**src/rtl/ddr_req_arbiter.sv**
```systemverilog
// Four-way DDR command arbiter: one burst outstanding, grant held to completion, watchdog abort.
// Define ARB_ROUND_ROBIN_EN for rotating priority; otherwise fixed store > jmp > data_rd > isa.
module ddr_req_arbiter #(
  parameter int unsigned DDR_ADDR_WIDTH   = 28,
  parameter int unsigned DATA_CACHE_DEPTH = 16,
  parameter int unsigned TIMEOUT_CYCLES   = 1023
) (
  input  logic                      mem_clk,
  input  logic                      rst_n,
  input  logic                      ddr_rdy,
  input  logic                      isa_req,
  input  logic [DDR_ADDR_WIDTH-1:0] isa_addr,
  input  logic [9:0]                isa_len,
  input  logic                      data_rd_req,
  input  logic [DDR_ADDR_WIDTH-1:0] data_rd_addr,
  input  logic                      jmp_req,
  input  logic [DDR_ADDR_WIDTH-1:0] jmp_addr,
  input  logic                      store_req,
  input  logic [DDR_ADDR_WIDTH-1:0] store_addr,
  input  logic                      cmd_ack,
  input  logic                      cmd_done,
  output logic                      cmd_valid,
  output logic [1:0]                cmd_op,
  output logic [DDR_ADDR_WIDTH-1:0] cmd_addr,
  output logic [9:0]                cmd_len,
  output logic [3:0]                grant,
  output logic                      busy,
  output logic                      timeout_err
);

  localparam logic [9:0] DataLen = 10'(DATA_CACHE_DEPTH + 1);
  localparam logic [9:0] WdLimit = 10'(TIMEOUT_CYCLES - 1);

  typedef enum logic [1:0] {StIdle, StIssue, StWaitDone, StRelease} state_e;

  state_e                    state_q, state_d;
  logic                      cmd_valid_q, cmd_valid_d;
  logic [1:0]                cmd_op_q, cmd_op_d;
  logic [DDR_ADDR_WIDTH-1:0] cmd_addr_q, cmd_addr_d;
  logic [9:0]                cmd_len_q, cmd_len_d;
  logic [3:0]                grant_q, grant_d;
  logic                      timeout_err_q, timeout_err_d;
  logic [9:0]                wd_cnt_q, wd_cnt_d;
  logic                      to_release;

  logic [3:0]                elig;
  logic                      win_valid;
  logic [1:0]                win_idx;
  logic [DDR_ADDR_WIDTH-1:0] win_addr;
  logic [9:0]                win_len;

  // Bit index matches cmd_op encoding.
  assign elig = {store_req, jmp_req, data_rd_req, isa_req && (isa_len != 10'd0)};

`ifdef ARB_ROUND_ROBIN_EN
  logic [1:0] rr_ptr_q, rr_ptr_d;
  logic [1:0] rr_idx;

  // Scan from the farthest offset down so the pointer position is assigned last and wins.
  always_comb begin
    win_valid = 1'b0;
    win_idx   = 2'd0;
    rr_idx    = 2'd0;
    for (int i = 3; i >= 0; i--) begin
      rr_idx = rr_ptr_q + 2'(i);
      if (elig[rr_idx]) begin
        win_valid = 1'b1;
        win_idx   = rr_idx;
      end
    end
  end
`else
  always_comb begin
    win_valid = |elig;
    win_idx   = 2'd0;
    if (elig[3]) begin
      win_idx = 2'd3;
    end else if (elig[2]) begin
      win_idx = 2'd2;
    end else if (elig[1]) begin
      win_idx = 2'd1;
    end
  end
`endif

  always_comb begin
    win_addr = isa_addr;
    win_len  = isa_len;
    unique case (win_idx)
      2'd0: begin
        win_addr = isa_addr;
        win_len  = isa_len;
      end
      2'd1: begin
        win_addr = data_rd_addr;
        win_len  = DataLen;
      end
      2'd2: begin
        win_addr = jmp_addr;
        win_len  = 10'd1;
      end
      2'd3: begin
        win_addr = store_addr;
        win_len  = DataLen;
      end
      default: ;
    endcase
  end

  always_comb begin
    state_d       = state_q;
    cmd_valid_d   = cmd_valid_q;
    cmd_op_d      = cmd_op_q;
    cmd_addr_d    = cmd_addr_q;
    cmd_len_d     = cmd_len_q;
    grant_d       = grant_q;
    timeout_err_d = timeout_err_q;
    wd_cnt_d      = wd_cnt_q;
    to_release    = 1'b0;
`ifdef ARB_ROUND_ROBIN_EN
    rr_ptr_d      = rr_ptr_q;
`endif

    unique case (state_q)
      StIdle: begin
        if (ddr_rdy && win_valid) begin
          cmd_op_d    = win_idx;
          cmd_addr_d  = win_addr;
          cmd_len_d   = win_len;
          grant_d     = 4'b0001 << win_idx;
          cmd_valid_d = 1'b1;
          state_d     = StIssue;
        end
      end
      StIssue: begin
        if (cmd_ack) begin
          cmd_valid_d = 1'b0;
          wd_cnt_d    = 10'd0;
          if (cmd_done) begin
            to_release = 1'b1;
          end else begin
            state_d = StWaitDone;
          end
        end
      end
      StWaitDone: begin
        if (cmd_done) begin
          to_release = 1'b1;
        end else if (wd_cnt_q == WdLimit) begin
          timeout_err_d = 1'b1;
          to_release    = 1'b1;
        end else begin
          wd_cnt_d = wd_cnt_q + 10'd1;
        end
      end
      StRelease: begin
        grant_d = 4'b0000;
        state_d = StIdle;
      end
      default: state_d = StIdle;
    endcase

    // Grant drops on entry to RELEASE so the requester sees it before re-arbitration.
    if (to_release) begin
      state_d  = StRelease;
      grant_d  = 4'b0000;
      wd_cnt_d = 10'd0;
`ifdef ARB_ROUND_ROBIN_EN
      rr_ptr_d = cmd_op_q + 2'd1;
`endif
    end
  end

  always_ff @(posedge mem_clk or negedge rst_n) begin
    if (!rst_n) begin
      state_q       <= StIdle;
      cmd_valid_q   <= 1'b0;
      cmd_op_q      <= 2'd0;
      cmd_addr_q    <= '0;
      cmd_len_q     <= 10'd0;
      grant_q       <= 4'b0000;
      timeout_err_q <= 1'b0;
      wd_cnt_q      <= 10'd0;
    end else begin
      state_q       <= state_d;
      cmd_valid_q   <= cmd_valid_d;
      cmd_op_q      <= cmd_op_d;
      cmd_addr_q    <= cmd_addr_d;
      cmd_len_q     <= cmd_len_d;
      grant_q       <= grant_d;
      timeout_err_q <= timeout_err_d;
      wd_cnt_q      <= wd_cnt_d;
    end
  end

`ifdef ARB_ROUND_ROBIN_EN
  always_ff @(posedge mem_clk or negedge rst_n) begin
    if (!rst_n) begin
      rr_ptr_q <= 2'd0;
    end else begin
      rr_ptr_q <= rr_ptr_d;
    end
  end
`endif

  assign cmd_valid   = cmd_valid_q;
  assign cmd_op      = cmd_op_q;
  assign cmd_addr    = cmd_addr_q;
  assign cmd_len     = cmd_len_q;
  assign grant       = grant_q;
  assign busy        = (state_q != StIdle);
  assign timeout_err = timeout_err_q;

endmodule
```
**config.mk**
```make
export PLATFORM = sky130hd
export DESIGN_NAME = ddr_req_arbiter
export DESIGN_NICKNAME = d
export VERILOG_FILES = /design/src/rtl/ddr_req_arbiter.sv
export SDC_FILE = /design/constraint.sdc
export NUM_CORES = 1
export LEC_CHECK = 0
export ABC_CLOCK_PERIOD_IN_PS = 3000
export BUFFER_PORTS_ARGS = -buffer_cell sky130_fd_sc_hd__buf_2
export CAP_MARGIN = 20
export CORE_AREA = 2 2 91 93
export CTS_BUF_LIST = sky130_fd_sc_hd__clkbuf_8 sky130_fd_sc_hd__clkbuf_16
export DETAILED_ROUTE_END_ITERATION = 12
export DIE_AREA = 0 0 93 95
export GPL_ROUTABILITY_DRIVEN = 0
export PLACE_DENSITY = 0.79
export SYNTH_ARGS = -nofsm -noshare
export SYNTH_HDL_FRONTEND = slang
export SYNTH_SLANG_ARGS = --single-unit
```
**constraint.sdc**
```tcl
create_clock -name mem_clk -period 3 [get_ports mem_clk]
set_input_delay 0.3 -clock mem_clk [delete_from_list [all_inputs] [get_ports mem_clk]]
set_output_delay 0.3 -clock mem_clk [all_outputs]
set_load 0.1 [all_outputs]
```
==> results of run 1 <==
## worst min-delay path by stage
stage / from / endpoint / slack, ns
6_report: rst_n / cmd_op[0]$_DFFE_PN0P_ / 0.08
3_5_place_dp: rst_n / cmd_addr[6]$_DFFE_PN0P_ / 0.47
3_3_place_gp: rst_n / cmd_addr[6]$_DFFE_PN0P_ / 0.46
5_1_grt: rst_n / cmd_addr[4]$_DFFE_PN0P_ / 0.16
4_1_cts: rst_n / grant[3]$_DFFE_PN0P_ / 0.10
2_1_floorplan: rst_n / cmd_addr[0]$_DFFE_PN0P_ / 0.004
## power by group
group / internal, uW / switching, uW / total, uW
sequential: 1050 / 154 / 1210
combinational: 550 / 2550 / 3100
clock: 392 / 285 / 677
total: 2000 / 2990 / 4980
## layer usage
layer	vias up	share of wire (%)
met1	1577	40
met3	24	5.9
li1	1743	-
met5	-	0.074
met4	2	2.2
met2	117	52
## synthesized netlist by cell type, types with 4 or more instances
master | count | area share [%]
nand2_1 | 89 | 9.5
o21ai_0 | 70 | 10
mux2i_1 | 59 | 17
dfrtp_1 | 58 | 41
clkbuf_1 | 17 | 1.8
nor2_1 | 15 | 1.6
inv_1 | 9 | 0.96
buf_2 | 8 | 1.1
a21oi_1 | 6 | 0.86
ha_1 | 6 | 2.1
nand3_1 | 6 | 0.86
o21ai_1 | 6 | 0.86
nor4_1 | 4 | 0.71
## metrics by stage
stage,setup slack [ns],hold WS (ns)
final,0.653,0.0767
after global routing,0.416,0.158
after CTS,0.654,0.100
after detailed placement,0.695,0.465
after global placement,0.832,0.456
after floorplan,0.947,0.00441
## layout make-up
class | instances | area, um2 | area share (%)
timing repair buffer | 182 | 936 | 20.1
inverter | 9 | 33.8 | 0.724
sequential | 58 | 1450 | 31.1
tap | 105 | 131 | 2.82
clock inverter | 5 | 47.5 | 1.02
clock buffer | 10 | 138 | 2.95
multi-input combinational | 308 | 1930 | 41.3
## worst max-delay path: cells and delay by family (launching register included)
kind	cells	cell delay [ns]
and+or+nand+nor	3	1.12
AOI/OAI and AO/OA	2	0.34
adders and majority gates	1	0.27
buffers and inverters	1	0.12
DFF	1	0.42
## cell families after synthesis
kind of cell	synth area share (%)
xor gates and xnor gates	0.749
muxes	17.5
adders and majority gates	2.14
AOI/OAI and AO/OA	17.5
DFF	41.3
and+or+nand+nor	16.8
buffers and inverters	4.03
## flip-flops by register name, indices dropped and copies added, names as in the netlist
name / cells
wd_cnt_q: 10
grant: 4
timeout_err: 1
state_q: 2
cmd_valid: 1
cmd_len: 10
cmd_op: 2
cmd_addr: 28
==> metrics.md, run 1 <==
| Metric | Value |
|---|---|
| DRT iter0 DRCs | 81 |
| Initial antenna violation count | 1 |
| Final core area utilization | 58.9% |
| Kind of critical path | reg2reg |
| Final setup fails | 0 |
| Pwr dens | 1070 nW/um2 |
| Clock-pin slew on the worst setup and hold paths | 0.06 ns |
| Post-CTS Setup Bufs | 0 |
| Overall Power | 4980 uW |
| Residual DRC | 0 |
| CTS tree | yes |
| Max clock buf depth | 2 |
| HPWL Detailed | 7.54 mm |
| CTS Root Cell | clkbuf_8 |
| Crit end category | flip-flop |
| VDD IR max | 583 uV |
| Netlist cell types | 42 |
| # H-tree levels | 3 |
| Post-CTS sizing | 0 |
| M2 GR Usage | 41.1% |
| P&R area growth vs syn | 32.9% |
| Skew final | 0.00599 ns |
| Delay of the slowest critical-path stage | 0.49 ns |
| DR vias/cell | 5.12 |
| Port Buffers | 177 |
| Worst Setup Start Kind | flip-flop |
| Final net count | 705 |
| GR Overflow Total | 0 |
| Vias in the first global route | 3416 |
| Hold crit path type | in2async |
| CP max stage cell | or4_1 |
| Worst reg2reg endpoint | wd_cnt_q[6]$_DFFE_PN0P_ |
| Leakage | 0.00252 uW |
| Setup TNS | 0 ns |
| Top Usage Layer GRT | met2 |
| Post-synthesis register bit count | 58 |
| Via Count | 3463 |
| Max Transition Viols Final | 0 |
| Core Area | 7930 um2 |
| Worst-margin pin slew | 0.858 ns |
| Final-layout fill cell count | 749 |
| Slew margin rel. | 42.8% |
| YS warnings | 0 |
| First-pass GRT wire length | 16.0 mm |
| Status | finished, final reports clean |
| TritonCTS Sinks | 58 |
| Max Freq | 426 MHz |
| Arrival @ worst endpoint | 2.60 ns |
| Share of cells above drive strength 1 | 35.7% |
| Synthesized area | 3510 um2 |
| Drt total wl | 9.49 mm |
| Cell Chain, Critical Path | inv_1 > ha_1 > nand3_1 > nor4_4 > o21ai_4 > or4_1 > o2bb2ai_1 |
| FF-to-FF path depth | 7 |
| Required @ worst endpoint | 3.26 ns |
| Main synth FF type | dfrtp_1 |
| Worst Setup SP | state_q[0]$_DFFE_PN0P_ |
| DIE AREA | 8840 um2 |
| Syn Inst Count | 401 |
| Ant diodes | 0 |
| Clk_lat worst skew | 0.33 ns |
| DR pass1 iterations | 4 |
| Commonest non-fill, non-tap cell in the layout | buf_2 |
| Fin. Hold Viols | 0 |
| Avg Cell Area, Syn | 8.76 um2 |
| Register area share after synthesis | 41.3% |
| Worst-path maximum fanout | 10 |
| RSZ-0062 raised after global routing | false |
| CP endpoint | wd_cnt_q[6]$_DFFE_PN0P_ |
| Die height | 95 um |
| Die X | 93 um |
| Num CTS Buffers | 9 |
| Initial Util | 44.3% |
| Met1 Usage GRT | 26.6% |
| Hold-fix buffers, CTS | 0 |
| Post-synthesis async set-or-reset flop share | 100% |
| Commonest non-fill, non-tap cells in the layout | buf_2 (177), nand2_1 (89), o21ai_0 (70), mux2i_1 (59), dfrtp_1 (58) |
| FF-to-FF Start | state_q[0]$_DFFE_PN0P_ |
| Met3 Usage GRT | 5.75% |
| I/O Pins | 178 |
| Pin count of the biggest net entering global routing | 70 |
| Area after DPL | 4480 um2 |
| ANT nets after route | 0 |
| Final instance count without filler cells | 677 |
| Crit share post-route | 78.2% |
| Max-Cap Viols | 0 |
| Design area | 4670 um2 |
| Avg WL per Cell | 14.0 um |
| GRT Total Usage | 22.9% |
| Post-synth EDFFs | 0 |
| # rows | 33 |
| Post-synthesis net count | 538 |
| Fin crit period | 2.35 ns |
| R2r setup slk | 0.65 ns |
| Placed insts | 662 |
(Power assumes the default switching activity.)
==> run 2, diff against run 1 <==
--- a/config.mk
+++ b/config.mk
@@ -5,7 +5,7 @@
 export SDC_FILE = /design/constraint.sdc
 export NUM_CORES = 1
 export LEC_CHECK = 0
-export ABC_CLOCK_PERIOD_IN_PS = 3000
+export ABC_CLOCK_PERIOD_IN_PS = 2300
 export BUFFER_PORTS_ARGS = -buffer_cell sky130_fd_sc_hd__buf_2
 export CAP_MARGIN = 20
 export CORE_AREA = 2 2 91 93
==> constraint.sdc (replaced) <==
create_clock -name mem_clk -period 2.3 [get_ports mem_clk]
set_input_delay 0.23 -clock mem_clk [delete_from_list [all_inputs] [get_ports mem_clk]]
set_output_delay 0.23 -clock mem_clk [all_outputs]
set_load 0.1 [all_outputs]
==> run 2 against run 1 <==
Net effect:
- clock power grew 42%
- critical endpoint is now wd_cnt_q[8]$_DFFE_PN0P_
- first-iteration DRC count grew 73%
- flip-flop and latch count is the same
- combinational power grew 33%
- final cell count grew 1.0%
- cell area grew 1.7%
- hold slack gained 0.066 ns
- routed wire length grew 3.4%
- register-to-register slack lost 0.46 ns
- utilization grew 0.99 points
- largest cell class unchanged
- clock skew grew 0.0015 ns
==> metrics.md, run 2 (synthesized netlist as in run 1, its figures left out) <==
| Metric | Value |
|---|---|
| Wl on met1 | 3.93 mm (+3.3%) |
| Pin count of the biggest net entering global routing | 60 (-14%) |
| Met3 Wirelength | 543 um (-3.6%) |
| Die height | 95 um (unchanged) |
| Die X | 93 um (unchanged) |
| Final setup fails | 0 (unchanged) |
| Worst Setup Start Kind | flip-flop |
| WHS | 0.143 ns (+0.0663 ns) |
| Max-Cap Viols | 0 (unchanged) |
| Avg WL per Cell | 14.3 um (+2.4%) |
| Max clock buf depth | 2 (unchanged) |
| Commonest non-fill, non-tap cell in the layout | buf_2 |
| P&R area growth vs syn | 35.2% |
| Delay of the slowest critical-path stage | 0.50 ns (about the same) |
| DR pass1 iterations | 4 (unchanged) |
| Hold crit path type | in2reg |
| CTS tree | yes |
| Ant diodes | 0 (unchanged) |
| ANT nets after route | 0 (unchanged) |
| Status | finished, final reports clean |
| Area of the multi-input gates | 1930 um2 (unchanged) |
| Final instance count without filler cells | 684 (+1.0%) |
| Via Count | 3560 (+2.8%) |
| Worst-margin pin slew | 0.762 ns (-0.0953 ns) |
| GRT Total Usage | 23.7% (+0.75 points) |
| Leakage | 0.00255 uW (+1.4%) |
| Initial Util | 44.3% (unchanged) |
| # rows | 33 (unchanged) |
| Sequential Area | 1450 um2 (unchanged) |
| Cell Chain, Critical Path | inv_1 > ha_1 > nand3_1 > nor4_4 > buf_4 > o21a_1 > or4_1 > o21ai_1 |
| Fin. Hold Viols | 0 (unchanged) |
| Core Area | 7930 um2 (unchanged) |
| Worst-path maximum fanout | 8 (-2) |
| First-pass GRT wire length | 16.4 mm (+2.0%) |
| Num CTS Buffers | 9 (unchanged) |
| RSZ-0062 raised after global routing | false |
| Crit path buffers/inverters | 2 (+1) |
| Slew margin rel. | 49.0% (+6.2 points) |
| Drt total wl | 9.81 mm (+3.4%) |
| Port Buffers | 177 (unchanged) |
| Crit share post-route | 91.5% (+13 points) |
| Met2 WL | 5.04 mm (+2.6%) |
| Final-layout fill cell count | 714 (-4.7%) |
| Commonest non-fill, non-tap cells in the layout | buf_2 (177), nand2_1 (89), o21ai_0 (70), mux2i_1 (59), dfrtp_1 (58) |
| VDD IR max | 904 uV (+55%) |
| Clk_lat worst skew | 0.34 ns (about the same) |
| TritonCTS Sinks | 58 (unchanged) |
| Max Freq | 475 MHz (+12%) |
| GR Overflow Total | 0 (unchanged) |
| Vias in the first global route | 3600 (+5.4%) |
| Crit end category | flip-flop |
| DR vias/cell | 5.20 (+1.7%) |
| Skew final | 0.00754 ns (+0.00154 ns) |
| CP max stage cell | or4_1 |
| Top routing layer used | met5 |
| # H-tree levels | 3 (unchanged) |
| Max Transition Viols Final | 0 (unchanged) |
| CTS Root Cell | clkbuf_8 |
| Placed insts | 667 (+0.76%) |
| Share of cells above drive strength 1 | 36.6% (+0.95 points) |
| Setup TNS | 0 ns (unchanged) |
| Residual DRC | 0 (unchanged) |
| Initial antenna violation count | 1 (unchanged) |
| I/O Pins | 178 (unchanged) |
| Fin crit period | 2.10 ns (-0.243 ns) |
| Clock-pin slew on the worst setup and hold paths | 0.07 ns (about the same) |
| Pwr dens | 1400 nW/um2 (+31%) |
| DIE AREA | 8840 um2 (unchanged) |
| DRT iter0 DRCs | 140 (+73%) |
| Arrival @ worst endpoint | 2.36 ns (-0.24 ns) |
| Kind of critical path | reg2reg |
| Top delay family on crit path | simple AND/OR/NAND/NOR gates |
| HPWL Detailed | 7.80 mm (+3.5%) |
| Largest register FFs | 28 (unchanged) |
| Required @ worst endpoint | 2.56 ns (-0.70 ns) |
| Final net count | 711 (+0.85%) |
[run 2: path summary, 6_finish.rpt]
path | end | from | slack (ns) | depth (start not counted)
worst max-delay path | wd_cnt_q[8]$_DFFE_PN0P_ | state_q[0]$_DFFE_PN0P_ | 0.20 | 8
worst min-delay path | cmd_len[5]$_DFFE_PN0P_ | isa_len[5] | 0.14 | 3
worst max register to register | wd_cnt_q[8]$_DFFE_PN0P_ | state_q[0]$_DFFE_PN0P_ | 0.20 | 8
worst min register to register | timeout_err$_DFFE_PN0P_ | timeout_err$_DFFE_PN0P_ | 0.45 | 1
max in group asynchronous | wd_cnt_q[9]$_DFFE_PN0P_ | rst_n | 1.23 | 3
min in group asynchronous | cmd_addr[4]$_DFFE_PN0P_ | rst_n | 0.46 | 2
[run 2: repair_timing]
action | CTS | global route
resized for setup | 0 | 0
hold endpoints to repair | 27 | 0
hold buffers | 1 | 0
buffers inserted | 0 | 0
[run 2: cell type report]
cell class,count,share of cell area (%)
clock inverters,5,1.11
inverters,9,0.712
flip-flops and latches,58,30.6
repair buffers,188,21.0
clock buffers,11,3.19
well taps,105,2.77
multi-input cells,308,40.7
[run 2: layer usage]
metal | GRT usage, % | vias up
met4 | 11.8 | 2
met3 | 5.59 | 30
met5 | 0 | -
met1 | 26.3 | 1647
li1 | - | 1753
met2 | 42.5 | 128
[run 2: power breakdown]
part / internal (uW) / switching (uW) / total, uW
Combinational: 760 / 3350 / 4110
Sequential: 1370 / 206 / 1580
Clock: 553 / 408 / 961
Total: 2690 / 3960 / 6650
[run 2: worst reg2reg max path: stages (launching register included)]
cell     delay (ns)
dfrtp_1        0.41
inv_1          0.09
ha_1           0.28
nand3_1        0.17
nor4_4         0.07
buf_4          0.17
o21a_1         0.24
or4_1          0.51
o21ai_1        0.09
[run 2: metrics by stage]
step                      power [uW]  instance area [um2]  util, %  worst slack [ns]
after floorplan                 4870                 3510        -             0.247
after global placement          5630                 4530     57.2             0.271
after detailed placement        5730                 4530     57.2             0.201
after CTS                       6700                 4750     59.9             0.185
after global routing            6980                 4750     59.9            0.0412
final                           6650                 4750     59.9             0.196
==> run 3, diff against run 2 <==
--- a/config.mk
+++ b/config.mk
@@ -8,12 +8,13 @@
 export ABC_CLOCK_PERIOD_IN_PS = 2300
 export BUFFER_PORTS_ARGS = -buffer_cell sky130_fd_sc_hd__buf_2
 export CAP_MARGIN = 20
-export CORE_AREA = 2 2 91 93
-export CTS_BUF_LIST = sky130_fd_sc_hd__clkbuf_8 sky130_fd_sc_hd__clkbuf_16
+export CORE_AREA = 2 2 90 92
+export CTS_BUF_LIST = sky130_fd_sc_hd__clkbuf_8
 export DETAILED_ROUTE_END_ITERATION = 12
-export DIE_AREA = 0 0 93 95
+export DIE_AREA = 0 0 92 94
 export GPL_ROUTABILITY_DRIVEN = 0
-export PLACE_DENSITY = 0.79
+export PLACE_DENSITY = 0.8
+export SETUP_SLACK_MARGIN = 0.5
 export SYNTH_ARGS = -nofsm -noshare
 export SYNTH_HDL_FRONTEND = slang
 export SYNTH_SLANG_ARGS = --single-unit
==> run 3 against run 2 <==
Net effect:
- critical path type unchanged
- critical path depth fell by 2
- non-clock buffer count rose by 13
- total power grew 4.7%
- cell area increased by 4.5%
- fmax is 11% higher
==> metrics.md, run 3 (synthesized netlist as in run 1, its figures left out) <==
| Metric | Value |
|---|---|
| First-pass GRT wire length | 17.0 mm (+3.8%) |
| DR vias/cell | 5.21 (about the same) |
| Arrival @ worst endpoint | 2.11 ns (-0.25 ns) |
| Avg WL per Cell | 14.9 um (+3.7%) |
| Die height | 94 um (-1.1%) |
| WHS | 0.154 ns (+0.0114 ns) |
| P&R area growth vs syn | 41.2% |
| Ant diodes | 0 (unchanged) |
| Met2 WL | 5.09 mm (+1.0%) |
| Design area | 4960 um2 (+4.5%) |
| Worst Setup Start Kind | flip-flop |
| Slew margin rel. | 60.4% (+11 points) |
| ANT nets after route | 0 (unchanged) |
| Hold crit path type | in2reg |
| Overall Power | 6970 uW (+4.7%) |
| Top routing layer used | met4 |
| Status | finished, final reports clean |
| Max-Cap Viols | 0 (unchanged) |
| Required @ worst endpoint | 2.51 ns (-0.05 ns) |
| Residual DRC | 0 (unchanged) |
| TritonCTS Sinks | 58 (unchanged) |
| Drt total wl | 10.3 mm (+5.2%) |
| Vias in the first global route | 3642 (+1.2%) |
| GRT Total Usage | 24.7% (+1.1 points) |
| CTS Root Cell | clkbuf_8 |
| Setup TNS | 0 ns (unchanged) |
| Pwr dens | 1410 nW/um2 (+0.27%) |
| Sequential Area | 1450 um2 (+0.17%) |
| Fin. Hold Viols | 0 (unchanged) |
| RSZ-0062 raised after global routing | true |
| Commonest non-fill, non-tap cells in the layout | buf_2 (176), nand2_1 (89), o21ai_0 (68), mux2i_1 (59), dfrtp_1 (56) |
| DR pass1 iterations | 4 (unchanged) |
| I/O Pins | 178 (unchanged) |
| Initial Util | 46.2% (+1.9 points) |
| Share of cells above drive strength 1 | 41.4% (+4.8 points) |
| HPWL Detailed | 7.57 mm (-2.9%) |
| Fin crit period | 1.90 ns (-0.205 ns) |
| Initial antenna violation count | 0 (-1) |
| Worst-margin pin slew | 0.594 ns (-0.169 ns) |
| Skew final | 0.00856 ns (+0.00102 ns) |
| # rows | 32 (-3.0%) |
| Max Freq | 527 MHz (+11%) |
| # H-tree levels | 3 (unchanged) |
| Final-layout fill cell count | 653 (-8.5%) |
| Port Buffers | 177 (unchanged) |
| Num CTS Buffers | 9 (unchanged) |
| Final setup fails | 0 (unchanged) |
| Area after DPL | 4550 um2 (+0.36%) |
| DIE AREA | 8650 um2 (-2.1%) |
| Clk_lat worst skew | 0.33 ns (about the same) |
| Core Area | 7610 um2 (-4.0%) |
| Clock-pin slew on the worst setup and hold paths | 0.07 ns (about the same) |
| Wl on met1 | 4.12 mm (+4.9%) |
| Largest register FFs | 28 (unchanged) |
| Crit end category | flip-flop |
| Max Transition Viols Final | 0 (unchanged) |
| Worst-path maximum fanout | 9 (+1) |
| Crit share post-route | 82.5% (-8.9 points) |
| Via Count | 3614 (+1.5%) |
| Met3 Wirelength | 716 um (+32%) |
| Area of the multi-input gates | 2040 um2 (+5.7%) |
| Final net count | 724 (+1.8%) |
| CTS tree | yes |
| Commonest non-fill, non-tap cell in the layout | buf_2 |
| GR Overflow Total | 0 (unchanged) |
| VDD IR max | 790 uV (-13%) |
| DRT iter0 DRCs | 124 (-11%) |
| Kind of critical path | reg2reg |
| Leakage | 0.00264 uW (+3.3%) |
| Die X | 92 um (-1.1%) |
| Pin count of the biggest net entering global routing | 70 (+17%) |
| Max clock buf depth | 2 (unchanged) |
run 3: cell types whose count changed in the layout (fill, tap and decap cells not counted), sizes merged:
| cell | before | now |
|---|---|---|
| clkinv | 3 | 2 |
| clkbuf | 11 | 13 |
| buf | 187 | 199 |
| bufinv | 1 | 0 |
| inv | 9 | 10 |
run 3: where the power goes:
part	leakage, uW	switching, uW	total [uW]	internal, uW
combinational	0.00178	3510	4510	1000
sequential	0.000750	225	1600	1380
clock	0.000105	386	854	468
total	0.00264	4120	6970	2850
run 3: final cells by class:
cell class | count | area share (%)
multi-input cells | 308 | 41.1
flip-flops and latches | 58 | 29.3
repair buffers | 201 | 22.5
clock buffers | 12 | 3.33
well taps | 102 | 2.57
inverters | 9 | 0.808
clock inverters | 4 | 0.353
run 3: critical path, cell delays in order (launching register included):
cell,delay [ns]
dfrtp_2,0.44
inv_4,0.06
ha_2,0.45
nand3_1,0.16
o311ai_4,0.37
o21bai_1,0.11
a22o_1,0.18
run 3: worst paths after layout:
kind	slack, ns	start	to	cells past startpoint
worst max-delay path	0.40	state_q[1]$_DFFE_PN0P_	wd_cnt_q[2]$_DFFE_PN0P_	6
worst min-delay path	0.15	isa_len[3]	cmd_len[3]$_DFFE_PN0P_	3
worst max register to register	0.40	state_q[1]$_DFFE_PN0P_	wd_cnt_q[2]$_DFFE_PN0P_	6
worst min register to register	0.47	cmd_addr[1]$_DFFE_PN0P_	cmd_addr[1]$_DFFE_PN0P_	2
max in group asynchronous	1.17	rst_n	cmd_addr[25]$_DFFE_PN0P_	3
min in group asynchronous	0.44	rst_n	cmd_addr[26]$_DFFE_PN0P_	2
run 3: stage by stage:
step	instances	utilization [%]	setup slack [ns]
after CTS	689	64.0	0.441
after global routing	694	65.2	0.358
final	694	65.2	0.402
after floorplan	401	-	0.322
after global placement	663	59.8	0.316
after detailed placement	663	59.8	0.242
run 3: routing by layer:
| metal | up-vias | GRT usage (%) |
|---|---|---|
| li1 | 1786 | - |
| met1 | 1641 | 27.9 |
| met2 | 155 | 42.9 |
| met3 | 32 | 6.98 |
| met4 | 0 | 12.6 |
| met5 | - | 0 |
run 3: what timing repair did:
| action | CTS | global route |
|---|---|---|
| hold buffers | 1 | 0 |
| pin swaps | 4 | 5 |
| gates cloned | 0 | 1 |
| hold endpoints to repair | 24 | 0 |
| setup endpoints to repair | 49 | 52 |
| setup buffers | 9 | 4 |
| gates resized for setup | 12 | 11 |
